$ cat src/rtl/robot_pkg.sv
// robot_pkg: decision states and {front,turn,remove} action encodings
package robot_pkg;
    typedef enum logic [2:0] {S_STOP, S_FWD, S_TURN, S_REMOVE, S_ROT} state_t;
    localparam logic [2:0] ACT_STOP   = 3'b000;
    localparam logic [2:0] ACT_FWD    = 3'b100;
    localparam logic [2:0] ACT_TURN   = 3'b010;
    localparam logic [2:0] ACT_REMOVE = 3'b001;
endpackage

$ cat src/rtl/robot_ctrl.sv
// robot_ctrl: left-wall-following decision FSM, one action per clock edge
module robot_ctrl
    import robot_pkg::*;
#(
    parameter int RIGHT_TURN_STEPS = 3
) (
    input  logic clock_50,
    input  logic reset_flag,
    input  logic head,
    input  logic left,
    input  logic under,
    input  logic barrier,
    output logic front,
    output logic turn,
    output logic remove
);
    localparam int CW = $clog2(RIGHT_TURN_STEPS + 1);
    state_t state_q, state_d;
    logic [CW-1:0] rot_cnt_q, rot_cnt_d;
    always_ff @(posedge clock_50 or posedge reset_flag) begin
        if (reset_flag) begin
            state_q   <= S_STOP;
            rot_cnt_q <= '0;
        end else begin
            state_q   <= state_d;
            rot_cnt_q <= rot_cnt_d;
        end
    end
    always_comb begin
        state_d   = state_q;
        rot_cnt_d = rot_cnt_q;
        if (state_q == S_ROT) begin
            // the last step of a right turn lands in S_TURN so the left-turn guard applies
            state_d   = (rot_cnt_q == CW'(1)) ? S_TURN : S_ROT;
            rot_cnt_d = rot_cnt_q - CW'(1);
        end else if (under)
            state_d = S_STOP;
        else if (barrier)
            state_d = S_REMOVE;
        else if (!left && state_q != S_TURN)
            state_d = S_TURN;
        else if (!head)
            state_d = S_FWD;
        else begin
            state_d   = (RIGHT_TURN_STEPS == 1) ? S_TURN : S_ROT;
            rot_cnt_d = CW'(RIGHT_TURN_STEPS - 1);
        end
    end
    always_comb
        {front, turn, remove} = (state_q == S_FWD)                        ? ACT_FWD    :
                                (state_q == S_TURN || state_q == S_ROT)   ? ACT_TURN   :
                                (state_q == S_REMOVE)                     ? ACT_REMOVE : ACT_STOP;
endmodule

$ cat config.mk
export PLATFORM = sky130hd
export DESIGN_NAME = robot_ctrl
export DESIGN_NICKNAME = d
export VERILOG_FILES = /design/src/rtl/robot_pkg.sv /design/src/rtl/robot_ctrl.sv
export SDC_FILE = /design/constraint.sdc
export NUM_CORES = 1
export LEC_CHECK = 0
export ABC_CLOCK_PERIOD_IN_PS = 1100
export CAP_MARGIN = 20
export CORE_AREA = 4 4 41 43
export DETAILED_ROUTE_END_ITERATION = 6
export DIE_AREA = 0 0 45 47
export HOLD_SLACK_MARGIN = 0.08
export PLACE_DENSITY = 0.58
export SYNTH_ARGS = -nofsm -noshare
export SYNTH_HDL_FRONTEND = slang
export SYNTH_SLANG_ARGS = --single-unit
$ cat constraint.sdc
create_clock -name clock_50 -period 1.1 [get_ports clock_50]
set_input_delay 0.33 -clock clock_50 [delete_from_list [all_inputs] [get_ports clock_50]]
set_output_delay 0.33 -clock clock_50 [all_outputs]
set_load 0.01 [all_outputs]
; ---- After elaboration in Yosys (flattened, before gate mapping)
; Index checks and enable logic that the tools add are counted.
[totals]
input_bits = 6
out_inout_bits = 3
elab_cells = 31
regBits = 5
[classes]
eq_ne = 9
reduce_logical = 5
n_addsub = 1
n_mux = 14
[op_table]
columns = operator, count
row1 = $mux W3, 7
row2 = $mux W2, 6
row3 = $eq A3 B2 Y1 const B, 2
row4 = $ne A2 B1 Y1 const B, 3
row5 = $reduce_and A4 Y1, 1
row6 = $eq A3 B1 Y1 const B, 1
row7 = $eq A3 B3 Y1 const B, 1
row8 = $ne A3 B2 Y1 const B, 1
row9 = $eq A2 B1 Y1 const B, 1
row10 = $reduce_bool A2 Y1, 1
row11 = $sub A2 B1 Y2 const B, 1
row12 = $logic_and A1 B1 Y1, 1
row13 = $logic_not A1 Y1, 1
row14 = $logic_or A1 B1 Y1, 1
row15 = $mux W1, 1

; ---- Depth between registers and ports, before layout
; Gate-level depths: netlist (run 1).
[depth]
depth_word = 6
depth_mapped = 4
mapped_depth_nobuf = 4

; ---- Least setup slack after synthesis (run 1)
; OpenSTA, ideal clock, no wires.
[synth_timing]
kind = register to output
startpoint = reg state_q[0]
endpoint = out front
path_stages_with_launch = 2
required_ps = 770
arrival_time_ps = 760
path_slack_ps = 10
cell_sequence = dfrtp_1 nor3b_1
[synth_between]
elab_chain_cells = 2
[synth_lines]
columns = element, line_no
row1 = from (decl), robot_ctrl.sv:18  ; state_t state_q, state_d;
row2 = from (signal assigned), robot_ctrl.sv:25  ; state_q <= state_d;
row3 = $eq A3 B1 Y1, robot_ctrl.sv:50  ; {front, turn, remove} = (state_q == S_FWD) ? ACT_FWD :
row4 = $mux W3, robot_ctrl.sv:50
row5 = to (decl), robot_ctrl.sv:13  ; output logic front,
; Every way passes these cells.

; ---- Final worst setup path (run 1)
[layout_timing]
startpoint = reg state_q[1]
endpoint = out turn
[layout_between]
elab_chain_cells = 4
elab_cells_between_ends = 6
classes_between = eq/ne (3) / mux (2) / reduce/logical (1)
[layout_lines]
columns = element, line_no
row1 = $eq A3 B2 Y1 or $eq A3 B3 Y1 (tied branches), robot_ctrl.sv:51  ; (state_q == S_TURN || state_q == S_ROT) ? ACT_TURN :
row2 = $logic_or A1 B1 Y1, robot_ctrl.sv:51
row3 = $mux W2, robot_ctrl.sv:51
row4 = $mux W3 (*), robot_ctrl.sv:50
row5 = to (decl), robot_ctrl.sv:14  ; output logic turn,
; Mark *: on every way between the ends. The rest lies on a longest branch, timed or not.

==> results of run 1 <==
==> stage by stage <==
step / setup TNS, ns / area [um^2] / power [uW]
2_1_floorplan: 0 / 302 / 373
3_3_place_gp: -2.20 / 423 / 447
3_5_place_dp: -2.17 / 423 / 452
4_1_cts: -1.37 / 470 / 682
5_1_grt: -1.79 / 508 / 770
6_report: -1.30 / 508 / 709
==> worst max-delay path, stage by stage (launching register included) <==
cell and delay (ns):
dfrtp_2 0.43, xnor2_1 0.16, nor2_1 0.05, buf_2 0.13
==> layout make-up <==
| class | count | area share (%) |
|---|---|---|
| tap | 15 | 3.69 |
| multi-input combinational | 21 | 37.4 |
| sequential | 5 | 24.9 |
| timing repair buffer | 15 | 25.9 |
| inverter | 4 | 2.96 |
| clock buffer | 4 | 5.17 |
==> cells in the mapped netlist (2+ instances only) <==
master / instances
nor3b_1: 2
inv_1: 4
nor2_1: 4
dfrtp_1: 5
==> sequential cells by signal, indices dropped and copies added, names as in the netlist <==
signal	count
state_q	3
rot_cnt_q	2
==> per-layer routing <==
metal  global-route usage (%)  wire length, um  up-vias  part of all wire, %
met3                     2.30               25        2                  4.2
met2                     11.6              291        7                   49
met4                     5.26               14        0                  2.4
met1                     6.65              260      123                   44
met5                        0                0        -                    0
li1                         -                -      144                    -
==> final timing paths <==
path / start / to / slack, ns / depth (start not counted)
min in group clock_50: rot_cnt_q[1] / rot_cnt_q[1] / 0.56 / 2
min reg2reg: rot_cnt_q[1] / rot_cnt_q[1] / 0.56 / 2
max: state_q[1] / turn / -0.24 / 3
min: reset_flag / rot_cnt_q[0] / 0.29 / 2
max reg2reg: state_q[2] / state_q[1] / -0.19 / 5
max in group asynchronous: reset_flag / state_q[1] / 0.61 / 2
==> cells by family (layout without fill, tap and decap cells) <==
family                     after synthesis  after routing  synth area share, %
DFF                                      5              5                 41.5
AOI/OAI and AO/OA                        7              7                 15.4
buffers and inverters                    4             23                 4.98
muxes                                    1              1                 3.32
and+or+nand+nor                         11             11                 27.8
adders and majority gates                1              1                 4.15
xor gates and xnor gates                 1              1                 2.91
==> power by group through the flow <==
stage | clock, uW | sequential [uW] | combinational, uW
6_report | 209 | 255 | 245
3_3_place_gp | 0 | 253 | 194
3_5_place_dp | 0 | 257 | 195
4_1_cts | 224 | 255 | 202
5_1_grt | 233 | 261 | 276
2_1_floorplan | 0 | 255 | 118
==> repair_timing <==
action / 4_1_cts / 5_1_grt
buffers inserted: 2 / 2
pin swaps: 3 / 2
resized for setup: 16 / 7
endpoints found under the setup margin: 8 / 8
==> metrics.csv, run 1 <==
stage,metric,value,unit
timing,final_hold_viol_count,0,
pwr,power_leakage,0.000246,uW
timing,max-slew-margin-rel,84.9,%
yosys,netlist_instances,30,
finish,multiInputGateArea,190,um^2
finish,stdcell_count,64,
timing,rsz0062_at_grt,true,
finish,drive_above_1_share,44.9,%
clock_tree,cts_tree,done,
grt,grt_pass1_vias,270,
finish,area.growth.synth_to_final,68.5,%
timing,hold_ws,0.294,ns
worst_setup_path,path_class,flip-flop to output port,
pwr,p_int,500,uW
timing,tightestPinTransition,0.226,ns
placed_design,port-buffer-count,8,
clock_tree,cts_buffers,3,
timing,setup_slack,-0.238,ns
timing,finClkSkew,0.00189,ns
drt,drc,0,
worst_setup_path,startpoint_type,flip-flop,
clock_tree,htreeDepth,1,
worst_setup_path,cp-end-kind,output port,
drt,via_per_inst,4.31,
yosys,synth-edff-count,0,
drt,wire_per_inst,9.25,um
pwr,power_frac_comb,34.6,%
job,maxCapViolCount,0,
clock_tree,clockRootBuffer,clkbuf_4,
floorplan,placementRows,13,
pwr,power_frac_clock,29.5,%
pwr,powerDensity,1400,nW/um^2
pwr,switching_power,210,uW
min_path,hp-class,primary input to async pin,
finish,regArea,126,um^2
yosys,yosys.area.top_type,dfrtp_1,
worst_setup_path,path_max_fanout,4,
placed_design,place.gp.congestion,0.662,
outcome,violations,negative setup slack,
placed_design,place_inst,56,
drt,vias,276,
finish,nFillCells,150,
floorplan,ios,9,
yosys,syn_nets,37,
timing,max_freq,747,MHz
finish,final_cell_mix,"5 x clkdlybuf4s50_1, 5 x buf_4, 4 x inv_1, 4 x dfrtp_1",
pwr,irDropWorstVdd,0.579,mV
worst_setup_path,crit_arrival,1.01,ns
grt,grt_max_degree,8,
yosys,syn_area,302,um^2
worst_setup_path,cp.required,0.77,ns
finish,post-route-util,39.0,%
floorplan,fp.dieH,47,um
yosys,synth_seq_area_share,41.5,%
clock_tree,cts_max_path_buffers,2,
drt,drt_iter0_markers,0,
floorplan,die_x,45,um
grt,overflow,0,
yosys,syn-mean-instance-area,10.1,um^2
finish,antennaDiodeCount,0,
yosys,ys_ff_latch,5,
grt,antenna_found_initial,0,
drt,dr.pass1.iters,1,
yosys,synthFlopType,dfrtp_1,
finish,final_net_count,57,
placed_design,place_ws,-0.393,ns
drt,route.antenna.remaining_nets,0,
outcome,outcome,"complete, but fails checks",
yosys,synth.distinct_cells,19,
floorplan,dieArea,2120,um^2
clock_tree,numClockSinks,5,
floorplan,core_area,1300,um^2
grt,grt_pass1_wl,1.00,mm
pwr,p_sw_share,29.6,%
grt,grt_use_total,6.74,%
yosys,yosysTopAreaCellShare,41.5,%
yosys,async_reset_ff_share,100,%
pwr,p_seq_share,36.0,%
timing,setup_violations,8,
clock_tree,clk_pin_slew,0.04,ns
clock_tree,worstSkewPairLatency,0.24,ns
clock_tree,hold_buffers,0,
yosys,yosysWarnings,0,
timing,finalCriticalPeriod,1.34,ns
drt,drt_wl_total,592,um
timing,drv_slew,0,
yosys,yosys-top-cells-area,"dfrtp_1 41%, nor3b_4 6.2%, inv_1 5.0%",
floorplan,start_util,23.2,%
timing,period_share,122,%
No activity file was read; power rests on OpenSTA's default activity.
==> run 2, diff against run 1 <==
Settings changed: ABC_CLOCK_PERIOD_IN_PS 1100 to default.
==> results of run 2 <==
Final layout, timing and power as in run 1 (identical DEF).
==> run 3, diff against run 2 <==
Settings changed: CAP_MARGIN 20 to default.
==> results of run 3 <==
Final layout, timing and power as in run 1 (identical DEF).
